File: src/rtl/pipe_hazard_ctl.sv
// Pipeline hazard controller for the 5-stage in-order core: RAW stall on decode,
// back-end freeze while memory is busy, IF/ID flush after a redirect, and perf counters.
//
// state | meaning
// RUN   | normal issue; RAW hazards stall decode
// FLUSH | fetch is on the wrong path; IF/ID flushed while fcnt counts down
module pipe_hazard_ctl #(
  parameter int FLUSH_CYCLES = 1,
  parameter int CNT_W        = 32
) (
  input  logic             clk,
  input  logic             reset,
  input  logic             id_valid,
  input  logic [4:0]       id_rs1,
  input  logic [4:0]       id_rs2,
  input  logic             id_use_rs1,
  input  logic             id_use_rs2,
  input  logic [4:0]       id_rd,
  input  logic             id_en_rd,
  input  logic             mem_busy,
  input  logic             ex_redirect,
  output logic             stall_if_id,
  output logic             stall_id_ex,
  output logic             stall_ex_mem,
  output logic             stall_mem_wb,
  output logic             bubble_ex,
  output logic             flush_if_id,
  output logic [CNT_W-1:0] stall_cycles,
  output logic [CNT_W-1:0] flush_count
);

  localparam logic       S_RUN      = 1'b0;
  localparam logic       S_FLUSH    = 1'b1;
  localparam logic [2:0] FLUSH_LOAD = 3'(FLUSH_CYCLES);

  logic       state;
  logic [2:0] fcnt;
  logic [4:0] ex_rd, mem_rd, wb_rd;
  logic       ex_en, mem_en, wb_en;

  logic freeze, rs1_hit, rs2_hit, raw, redir, wrong, raw_stall, bubble;

  assign freeze = mem_busy;

  // WB counts as a hazard: the register file has no write-through bypass.
  assign rs1_hit = id_use_rs1 && (id_rs1 != 5'd0) &&
                   ((ex_en && ex_rd == id_rs1) || (mem_en && mem_rd == id_rs1) ||
                    (wb_en && wb_rd == id_rs1));
  assign rs2_hit = id_use_rs2 && (id_rs2 != 5'd0) &&
                   ((ex_en && ex_rd == id_rs2) || (mem_en && mem_rd == id_rs2) ||
                    (wb_en && wb_rd == id_rs2));

  assign raw       = id_valid && (rs1_hit || rs2_hit);
  assign redir     = ex_redirect && !freeze;
  assign wrong     = redir || (state == S_FLUSH);
  assign raw_stall = raw && !wrong;
  assign bubble    = !freeze && (wrong || raw || !id_valid);

  // While reset is held the pipeline registers must load NOPs.
  assign stall_id_ex  = reset && freeze;
  assign stall_ex_mem = reset && freeze;
  assign stall_mem_wb = reset && freeze;
  assign stall_if_id  = reset && (freeze || raw_stall);
  assign bubble_ex    = !reset || bubble;
  assign flush_if_id  = !reset || (!freeze && wrong);

  always_ff @(posedge clk or negedge reset) begin
    if (!reset) begin
      state <= S_RUN;
      fcnt  <= 3'd0;
    end else if (!freeze) begin
      if (redir) begin
        if (FLUSH_CYCLES > 0) begin
          state <= S_FLUSH;
          fcnt  <= FLUSH_LOAD;
        end
      end else if (state == S_FLUSH) begin
        fcnt <= fcnt - 3'd1;
        if (fcnt == 3'd1) state <= S_RUN;
      end
    end
  end

  // A frozen MEM/WB register drops en_rd, so the WB shadow must follow.
  always_ff @(posedge clk or negedge reset) begin
    if (!reset) begin
      ex_rd  <= 5'd0;
      mem_rd <= 5'd0;
      wb_rd  <= 5'd0;
      ex_en  <= 1'b0;
      mem_en <= 1'b0;
      wb_en  <= 1'b0;
    end else if (freeze) begin
      wb_en <= 1'b0;
    end else begin
      wb_rd  <= mem_rd;
      wb_en  <= mem_en;
      mem_rd <= ex_rd;
      mem_en <= ex_en;
      ex_rd  <= id_rd;
      ex_en  <= id_en_rd && !bubble;
    end
  end

  always_ff @(posedge clk or negedge reset) begin
    if (!reset) begin
      stall_cycles <= '0;
      flush_count  <= '0;
    end else begin
      if ((freeze || raw_stall) && (stall_cycles != {CNT_W{1'b1}}))
        stall_cycles <= stall_cycles + 1'b1;
      if (redir && (flush_count != {CNT_W{1'b1}}))
        flush_count <= flush_count + 1'b1;
    end
  end

endmodule

File: config.mk
export PLATFORM = sky130hd
export DESIGN_NAME = pipe_hazard_ctl
export DESIGN_NICKNAME = d
export VERILOG_FILES = /design/src/rtl/pipe_hazard_ctl.sv
export SDC_FILE = /design/constraint.sdc
export NUM_CORES = 1
export LEC_CHECK = 0
export ABC_AREA = 0
export ABC_CLOCK_PERIOD_IN_PS = 3350
export CORE_UTILIZATION = 45
export CTS_CLUSTER_DIAMETER = 60
export DETAILED_ROUTE_END_ITERATION = 7
export MAX_ROUTING_LAYER = met4
export PLACE_DENSITY = 0.75
export REMOVE_ABC_BUFFERS = 1
export SYNTH_ARGS = -nofsm -noshare
export SYNTH_HDL_FRONTEND = slang
export SYNTH_SLANG_ARGS = --single-unit
File: constraint.sdc
create_clock -name clk -period 3.35 [get_ports clk]
set_clock_uncertainty 0.1 [all_clocks]
set_input_delay 1.005 -clock clk [delete_from_list [all_inputs] [get_ports clk]]
set_output_delay 1.005 -clock clk [all_outputs]
set_load 0.05 [all_outputs]
==> impl_metrics.py, run 1 <==
metrics = {
    "detailed_routing": {
        "num_vias": 3409,
        "ant_nets": 0,
        "wl_per_cell_um": 15.5,
        "highest_layer": "met4",
        "drcViolationCount": 0,
        "met2_length_um": 4960,
        "drt-total-wl_um": 10100,
        "drt_iter0_drc": 116,
        "dr.pass1.iters": 4,
        "post_drt_via_cell_ratio": 5.24,
        "wl_met1_um": 4590,
        "met3_length_um": 458,
    },
    "layout": {
        "multi_input_area_um2": 2230,
        "diodes": 0,
        "regArea_um2": 2150,
        "syn_to_final_growth_pct": 33.7,
        "nFillCells": 792,
        "nNetsFinal": 544,
        "post_route_cells_drive_above_1_share_pct": 19.2,
    },
    "sta": {
        "slew_violations": 0,
        "final-setup-viol-count": 2,
        "max_freq_mhz": 267,
        "worst_pin_slew_ns": 0.531,
        "finalCritPeriodShare_pct": 112,
        "hold_slack_ns": 0.386,
        "timing.final.ws_setup_ns": -0.401,
        "grt_setup_unrepaired": "true",
        "layout_min_cycle_time_ns": 3.75,
        "hold_viol": 0,
        "slew_headroom_pct": 64.5,
    },
    "global_routing": {
        "grt_pass1_wl_um": 16800,
        "grt_pass1_vias": 3477,
        "grt_usage_pct": 21.8,
        "antenna_found_initial": 0,
        "grt-ovfl-total": 0,
        "grt_max_degree": 40,
    },
    "clock_network": {
        "cts_buffers": 9,
        "cts_tree": "built",
        "clockBufferDepth": 2,
        "cts-root-buf": "clkbuf_8",
        "htreeDepth": 3,
        "clock_latency_ns": 0.35,
        "clk_pin_slew_worst_paths_ns": 0.08,
        "cts_sinks": 86,
    },
    "floorplanning": {
        "core_um2": 9330,
        "num_io_pins": 93,
        "die_area_um2": 10200,
        "start_util_pct": 47.1,
        "die_x_um": 101,
        "row_count": 35,
        "fp.dieH_um": 101,
    },
    "hold_path": {
        "min_path_type": "input port to async pin",
    },
    "setup_path": {
        "cpMostUsedCell": "o21ai_2",
        "worst-setup-path-type": "input port to output pin",
        "critPathMaxFanout": 2,
        "crit_path_max_incr_delay_ns": 0.53,
        "cp-start-kind": "input port",
        "critPathCaptureType": "output pin",
        "worstPathArrival_ns": 2.65,
        "cp.required_ns": 2.24,
        "cp_slowest_cell": "or4_4",
        "cp_cell_sequence": "buf_6 -> or4_4 -> o21ai_2 -> a31o_1 -> buf_4 -> o21ai_2 -> nor4b_2 -> buf_4 -> o21ai_2 -> buf_6",
    },
    "run_status": {
        "violations": "setup timing",
        "status": "finished, violations left",
    },
    "logic_synthesis": {
        "synth_area_um2": 4390,
        "synth_top_area_cell": "dfrtp_1",
        "synth_edf_count": 0,
        "synth_cell_types": 40,
        "synth_most_common_cell": "dfrtp_1",
        "synthTopCellsByCount": "86 x dfrtp_1, 62 x xor2_1, 33 x nand3_1",
        "ys_warn_count": 0,
        "async_reset_ff_share_pct": 100,
        "avgSynthCellArea_um2": 10.9,
        "yosys.area.top_type_share_pct": 49.0,
        "synthTopCellsByArea": "dfrtp_1 49%, xor2_1 12%, xnor2_1 6.0%",
        "synth_flop_cell": "dfrtp_1",
        "synth_cells": 402,
        "ys_seq_elements": 86,
        "ys_seq_area_share_pct": 49.0,
    },
    "pwr": {
        "power.leakage_nw": 2.50,
        "power_w": 0.00317,
        "power_density_nw_per_um2": 540,
        "ir_worst_vdd_v": 0.000632,
    },
    "job": {
        "maxCapViolCount": 0,
    },
    "placed_design": {
        "hpwlAfterDp_um": 7470,
        "post-place-ws_ns": -0.882,
        "port_buffers": 92,
        "gp_congestion": 0.898,
    },
}
report_power, final:
group          internal, W  switching [W]  total, W  leakage [nW]
clock             0.000292       0.000379  0.000671        0.0849
combinational     0.000411       0.000675   0.00109          1.34
sequential         0.00119       0.000218   0.00141          1.08
path summary, 6_finish.rpt:
| kind | from | to | slack (ns) | depth (start not counted) |
|---|---|---|---|---|
| hold / removal | reset | fcnt[1]$_DFFE_PN0P_ | 0.39 | 1 |
| hold reg to reg | stall_cycles[29]$_DFFE_PN0P_ | stall_cycles[29]$_DFFE_PN0P_ | 0.39 | 1 |
| min in group clk | stall_cycles[29]$_DFFE_PN0P_ | stall_cycles[29]$_DFFE_PN0P_ | 0.39 | 1 |
| max in group asynchronous | reset | flush_count[8]$_DFFE_PN0P_ | 2.07 | 2 |
| setup reg to reg | mem_rd[0]$_DFFE_PN0N_ | stall_cycles[4]$_DFFE_PN0P_ | 0.67 | 9 |
| setup / recovery | id_rs1[2] | bubble_ex | -0.40 | 10 |
area by class of cell:
class	instances	area share [%]
Inverter	5	0.320
Tap cell	129	2.75
Timing Repair Buffer	115	19.2
Clock inverter	6	0.767
Sequential cell	86	36.7
Clock buffer	10	2.34
Multi-Input combinational cell	300	38.0
sequential cells by signal, indices dropped and copies added (netlist names):
| signal | count |
|---|---|
| mem_en | 1 |
| ex_rd | 5 |
| flush_count | 32 |
| state | 1 |
| wb_en | 1 |
| ex_en | 1 |
| stall_cycles | 32 |
| wb_rd | 5 |
| fcnt | 3 |
| mem_rd | 5 |
logic make-up (layout without fill, tap and decap cells):
group | after synthesis | count (layout) | share of synthesized area, %
multiplexers | 19 | 19 | 4.84
XOR/XNOR | 92 | 92 | 18.3
flip-flops | 86 | 86 | 49.0
AO/OA/AOI/OAI | 14 | 14 | 2.39
AND/OR/NAND/NOR | 171 | 171 | 22.3
adder cells (fa/ha/maj) | 4 | 4 | 1.14
buffers and inverters | 16 | 136 | 1.97
cell usage in the layout (no fill, tap or decap), types with 4 or more instances in the layout:
cell and n:
xor2_1 61, buf_6 5, nand2_1 32, buf_4 23, nor2_1 17, nor4_2 11, clkdlybuf4s50_1 75, buf_12 5
and3_1 10, nand3_1 33, inv_1 4, o21ai_2 5, mux2_2 16, clkbuf_8 10, dfrtp_1 86, buf_2 5
ha_1 4, nor3_1 20, xnor2_1 30, nand4_1 12, and2_1 9, and4_1 8
metrics by stage:
| step | utilization, % | cells | instance area, µm² | setup TNS (ns) |
|---|---|---|---|---|
| 5_1_grt | 63.0 | 651 | 5870 | -0.923 |
| 3_5_place_dp | 60.2 | 634 | 5620 | -10.06 |
| 6_report | 63.0 | 651 | 5870 | -0.774 |
| 3_3_place_gp | 60.2 | 634 | 5620 | -10.63 |
| 2_1_floorplan | - | 391 | 4320 | -0.945 |
| 4_1_cts | 62.6 | 651 | 5840 | -0.806 |
per-layer routing:
layer  track usage, %  vias up
met4             6.47        0
met5                -        -
met3             4.37       10
met1             27.6     1677
li1                 -     1635
met2             35.6       87
timing repair:
action                                 4_1_cts  5_1_grt
pin swaps                                   18        6
buffers inserted                             1        0
resized for setup                           54        7
hold buffers                                 0        0
setup endpoints to repair                    5        3
endpoints found under the hold margin        0        0
critical path, delay by kind of cell:
kind	cells	cell delay (ns)
buf+inv	4	0.53
simple gates	2	0.74
compound gates	4	0.37
Power figures use the tool's default switching activity.
==> inputs of run 2 (changes only) <==
--- a/config.mk
+++ b/config.mk
@@ -6,12 +6,12 @@
 export NUM_CORES = 1
 export LEC_CHECK = 0
 export ABC_AREA = 0
-export ABC_CLOCK_PERIOD_IN_PS = 3350
+export ABC_CLOCK_PERIOD_IN_PS = 4000
 export CORE_UTILIZATION = 45
 export CTS_CLUSTER_DIAMETER = 60
 export DETAILED_ROUTE_END_ITERATION = 7
 export MAX_ROUTING_LAYER = met4
-export PLACE_DENSITY = 0.75
+export PLACE_DENSITY = 0.72
 export REMOVE_ABC_BUFFERS = 1
 export SYNTH_ARGS = -nofsm -noshare
 export SYNTH_HDL_FRONTEND = slang
==> constraint.sdc (replaced) <==
create_clock -name clk -period 4 [get_ports clk]
set_clock_uncertainty 0.1 [all_clocks]
set_input_delay 1.2 -clock clk [delete_from_list [all_inputs] [get_ports clk]]
set_output_delay 1.2 -clock clk [all_outputs]
set_load 0.05 [all_outputs]
==> impl_metrics.py, run 2 (synthesized netlist as in run 1, its figures left out) <==
metrics = {
    "run_status": {
        "status": "finished, violations left",
        "violations": "setup timing",
    },
    "sta": {
        "layout_min_cycle_time_ns": 4.08,
        "final-setup-viol-count": 2,
        "slew_headroom_pct": 49.4,
        "grt_setup_unrepaired": "true",
        "max_freq_mhz": 245,
        "finalCritPeriodShare_pct": 102,
        "timing.setup.tns_ns": -0.146,
        "timing.final.ws_setup_ns": -0.0752,
        "hold_viol": 0,
        "worst_pin_slew_ns": 0.758,
        "slew_violations": 0,
    },
    "hold_path": {
        "min_path_type": "flip-flop to flip-flop",
        "hold_path_depth": 2,
    },
    "floorplanning": {
        "fp.dieH_um": 101,
        "core_um2": 9330,
        "die_area_um2": 10200,
        "row_count": 35,
        "start_util_pct": 47.1,
        "die_x_um": 101,
        "num_io_pins": 93,
    },
    "clock_network": {
        "cts_buffers": 9,
        "cts_tree": "built",
        "clock_latency_ns": 0.35,
        "clockBufferDepth": 2,
        "htreeDepth": 3,
        "cts-root-buf": "clkbuf_8",
        "cts_hold_repair.buffers": 0,
        "clk_pin_slew_worst_paths_ns": 0.08,
        "cts_sinks": 86,
    },
    "setup_path": {
        "cpMostUsedCell": "buf_6",
        "cp_cell_sequence": "buf_6 -> buf_6 -> xor2_1 -> nor4_1 -> nand3_1 -> a31o_1 -> o221a_4 -> nor2b_4 -> buf_12",
        "ff2ff_setup_slack_ns": 1.22,
        "worst-path-buf-inv": 3,
        "critPathMaxFanout": 3,
        "cpLargestDelayFamily": "compound AO/OA/AOI/OAI gates",
        "cp.required_ns": 2.70,
        "cp_slowest_cell": "o221a_4",
        "crit_path_max_incr_delay_ns": 0.30,
        "cp-start-kind": "input port",
        "worst-setup-path-type": "input port to output pin",
        "cp.depth": 9,
        "r2r_cells": 8,
        "critPathCaptureType": "output pin",
        "worstPathArrival_ns": 2.78,
    },
    "layout": {
        "post_route_cells_drive_above_1_share_pct": 17.0,
        "layout_commonest_cell": "dfrtp_1",
        "layoutNonFillerInstCount": 646,
        "nNetsFinal": 540,
        "postLayoutCoreUtil_pct": 62.7,
        "layout_common_cells": "86 x dfrtp_1, 75 x clkdlybuf4s50_1, 62 x xor2_1, 33 x nand3_1, 32 x nand2_1",
        "reg_top3": "flush_count x32, stall_cycles x32",
        "nFillCells": 816,
        "syn_to_final_growth_pct": 33.2,
        "diodes": 0,
    },
    "pwr": {
        "power.leakage_nw": 2.50,
        "power_w": 0.00269,
        "power_density_nw_per_um2": 459,
        "ir_worst_vdd_v": 0.000518,
    },
    "detailed_routing": {
        "drt_iter0_drc": 99,
        "dr.pass1.iters": 4,
        "post_drt_via_cell_ratio": 5.15,
        "drt-total-wl_um": 9900,
        "num_vias": 3330,
        "ant_nets": 0,
        "wl_per_cell_um": 15.3,
        "drcViolationCount": 0,
    },
    "placed_design": {
        "gp_congestion": 0.882,
        "post-place-ws_ns": -0.540,
        "port_buffers": 92,
        "dp.cells": 630,
        "hpwlAfterDp_um": 7200,
    },
    "job": {
        "maxCapViolCount": 0,
    },
    "global_routing": {
        "grt_pass1_vias": 3434,
        "grt_pass1_wl_um": 16800,
        "grt_max_degree": 62,
        "grt-ovfl-total": 0,
        "grt_usage_pct": 21.8,
        "antenna_found_initial": 0,
    },
}
[run 2: path summary, 6_finish.rpt]
| kind | start | endpoint |
|---|---|---|
| min | fcnt[1]$_DFFE_PN0P_ | fcnt[1]$_DFFE_PN0P_ |
| max reg2reg | stall_cycles[7]$_DFFE_PN0P_ | stall_cycles[19]$_DFFE_PN0P_ |
| max | id_rs1[1] | stall_if_id |
| max in group asynchronous | reset | stall_cycles[26]$_DFFE_PN0P_ |
| min in group asynchronous | reset | fcnt[0]$_DFFE_PN0P_ |
| min reg2reg | fcnt[1]$_DFFE_PN0P_ | fcnt[1]$_DFFE_PN0P_ |
[run 2: metrics by stage]
stage / instance area (µm²) / hold slack (ns)
2_1_floorplan: 4320 / 0.350
3_3_place_gp: 5570 / 0.366
3_5_place_dp: 5570 / 0.374
4_1_cts: 5820 / 0.392
5_1_grt: 5850 / 0.415
6_report: 5850 / 0.389
[run 2: timing repair]
item / 4_1_cts / 5_1_grt
endpoints found under the setup margin: 2 / 2
buffers inserted: 1 / 1
gates resized for setup: 46 / 5
pin swaps: 13 / 5
[run 2: tightest hold or removal path, cell delays in order (launching register included)]
cell and delay, ns:
dfrtp_1 0.35, nand2_1 0.05, o21ai_0 0.06
[run 2: cell type report]
cell class	instances	area, µm²	share of cell area, %
Tap cell	129	161	2.76
Inverter	5	18.8	0.321
Sequential cell	86	2150	36.8
Clock inverter	4	47.5	0.813
Clock buffer	11	141	2.42
Timing Repair Buffer	111	1110	19.0
Multi-Input combinational cell	300	2220	37.9
[run 2: layer usage]
metal | vias to the layer above | part of all wire, % | GRT usage [%]
met5 | - | 0 | -
met1 | 1634 | 46 | 28.3
met3 | 10 | 4.1 | 5.13
met2 | 68 | 49 | 34.6
li1 | 1618 | - | -
met4 | 0 | 0.92 | 5.46
[run 2: power breakdown]
group          switching [W]  internal (W)  total, W
combinational       0.000570      0.000344  0.000914
sequential          0.000177      0.000999   0.00118
clock               0.000295      0.000301  0.000596
==> inputs of run 3 (changes only) <==
--- a/config.mk
+++ b/config.mk
@@ -10,8 +10,10 @@
 export CORE_UTILIZATION = 45
 export CTS_CLUSTER_DIAMETER = 60
 export DETAILED_ROUTE_END_ITERATION = 7
+export GPL_TIMING_DRIVEN = 0
 export MAX_ROUTING_LAYER = met4
 export PLACE_DENSITY = 0.72
+export RECOVER_POWER = 50
 export REMOVE_ABC_BUFFERS = 1
 export SYNTH_ARGS = -nofsm -noshare
 export SYNTH_HDL_FRONTEND = slang
==> impl_metrics.py, run 3 (synthesized netlist as in run 1, its figures left out) <==
metrics = {
    "run_status": {
        "status": "finished, violations left",
        "violations": "setup timing",
    },
    "sta": {
        "layout_min_cycle_time_ns": 4.22,
        "slew_violations": 0,
        "final-setup-viol-count": 2,
        "slew_headroom_pct": 23.3,
        "finalCritPeriodShare_pct": 106,
        "max_freq_mhz": 237,
        "worst_pin_slew_ns": 1.15,
        "timing.final.ws_setup_ns": -0.221,
        "hold_viol": 0,
        "timing.setup.tns_ns": -0.326,
        "grt_setup_unrepaired": "true",
    },
    "detailed_routing": {
        "drt_iter0_drc": 93,
        "dr.pass1.iters": 5,
        "num_vias": 3422,
        "drcViolationCount": 0,
        "post_drt_via_cell_ratio": 5.35,
        "ant_nets": 0,
        "drt-total-wl_um": 10200,
        "wl_per_cell_um": 16.0,
    },
    "layout": {
        "postLayoutCoreUtil_pct": 62.4,
        "syn_to_final_growth_pct": 32.6,
        "layout_common_cells": "86 x dfrtp_1, 73 x clkdlybuf4s50_1, 62 x xor2_1, 33 x nand3_1, 32 x nand2_1",
        "multi_input_area_um2": 2240,
        "nFillCells": 762,
        "nNetsFinal": 534,
        "post_route_cells_drive_above_1_share_pct": 17.0,
        "regArea_um2": 2150,
        "layout_commonest_cell": "dfrtp_1",
        "diodes": 0,
        "reg_top3": "flush_count x32, stall_cycles x32",
    },
    "pwr": {
        "power_density_nw_per_um2": 485,
        "ir_worst_vdd_v": 0.000608,
        "power.leakage_nw": 2.47,
    },
    "clock_network": {
        "clock_latency_ns": 0.35,
        "cts_buffers": 9,
        "cts_tree": "built",
        "clk_pin_slew_worst_paths_ns": 0.09,
        "clockBufferDepth": 2,
        "htreeDepth": 3,
        "cts-root-buf": "clkbuf_8",
        "cts_hold_repair.buffers": 0,
        "cts_sinks": 86,
    },
    "global_routing": {
        "antenna_found_initial": 0,
        "grt-ovfl-total": 0,
        "grt_usage_pct": 22.2,
        "grt_max_degree": 68,
        "grt_pass1_vias": 3356,
        "grt_pass1_wl_um": 17000,
    },
    "hold_path": {
        "min_path_type": "flip-flop to flip-flop",
    },
    "placed_design": {
        "hpwlAfterDp_um": 6640,
        "gp_congestion": 0.898,
        "port_buffers": 92,
    },
    "floorplanning": {
        "die_x_um": 101,
        "row_count": 35,
        "fp.dieH_um": 101,
        "core_um2": 9330,
        "num_io_pins": 93,
        "start_util_pct": 47.1,
        "die_area_um2": 10200,
    },
    "setup_path": {
        "worst-setup-path-type": "input port to output pin",
        "cp-start-kind": "input port",
        "worstPathArrival_ns": 2.92,
        "critPathMaxFanout": 3,
        "cp.required_ns": 2.70,
        "ff2ff_setup_slack_ns": 0.87,
        "critPathCaptureType": "output pin",
    },
    "job": {
        "maxCapViolCount": 0,
    },
}
[run 3: changes by cell type in the layout (fill, tap and decap cells not counted), sizes merged]
| cell | delta |
|---|---|
| clkinv | -1 |
| buf | -8 |
| inv | +1 |
| clkinvlp | -1 |
| clkbuf | +1 |
| clkdlybuf4s15 | +1 |
| bufinv | +2 |
| clkdlybuf4s50 | -2 |
| o221a | +1 |
[run 3: area by class of cell]
| type | instances | share of cell area, % |
|---|---|---|
| Inverter | 5 | 0.322 |
| Tap cell | 129 | 2.77 |
| Timing Repair Buffer | 104 | 17.4 |
| Multi-Input combinational cell | 301 | 38.5 |
| Sequential cell | 86 | 37.0 |
| Clock inverter | 5 | 1.85 |
| Clock buffer | 10 | 2.19 |
[run 3: worst paths after layout]
| kind | start | to | cells past startpoint |
|---|---|---|---|
| worst max register to register | stall_cycles[7]$_DFFE_PN0P_ | stall_cycles[1]$_DFFE_PN0P_ | 7 |
| min in group asynchronous | reset | wb_rd[0]$_DFFE_PN0N_ | 1 |
| worst max-delay path | id_rs1[2] | stall_if_id | 9 |
| max in group asynchronous | reset | mem_rd[1]$_DFFE_PN0N_ | 2 |
| worst min-delay path | flush_count[28]$_DFFE_PN0P_ | flush_count[28]$_DFFE_PN0P_ | 1 |
| worst min register to register | flush_count[28]$_DFFE_PN0P_ | flush_count[28]$_DFFE_PN0P_ | 1 |
[run 3: critical path, stage by stage]
cell and delay (ns):
buf_8 0.10, buf_6 0.11, xor2_1 0.15, nor4_1 0.34, nand3_1 0.14, a31o_4 0.28
o221a_4 0.31, nor2b_2 0.13, buf_6 0.16
[run 3: layer usage]
layer  routed length [µm]  track usage, %  up-vias  share of wire [%]
li1                     -               -     1615                  -
met5                    0               -        -                  0
met3                  624            5.48       16                6.1
met1                 4700            29.7     1699                 46
met4                  180            8.47        0                1.8
met2                 4720            32.7       92                 46
[run 3: stage by stage]
step	setup WS, ns	area [µm²]	cells	hold slack (ns)	power (W)
final	-0.221	5820	640	0.391	0.00282
after global routing	-0.238	5820	640	0.413	0.00296
after CTS	-0.180	5780	637	0.395	0.00283
after detailed placement	-1.31	5430	613	0.381	0.00207
after global placement	-3.19	5410	612	0.367	0.00204
after floorplan	-0.338	4320	391	0.350	0.00173
[run 3: where the power goes]
| part | switching (W) | total (W) | internal, W |
|---|---|---|---|
| clock | 0.000318 | 0.000734 | 0.000415 |
| sequential | 0.000177 | 0.00118 | 0.000999 |
| combinational | 0.000576 | 0.000915 | 0.000339 |
[run 3: timing repair]
action,4_1_cts,5_1_grt
pin swaps,12,14
hold endpoints to repair,0,0
setup buffers,8,3
resized for setup,76,18
cloned,1,0
setup endpoints to repair,6,3
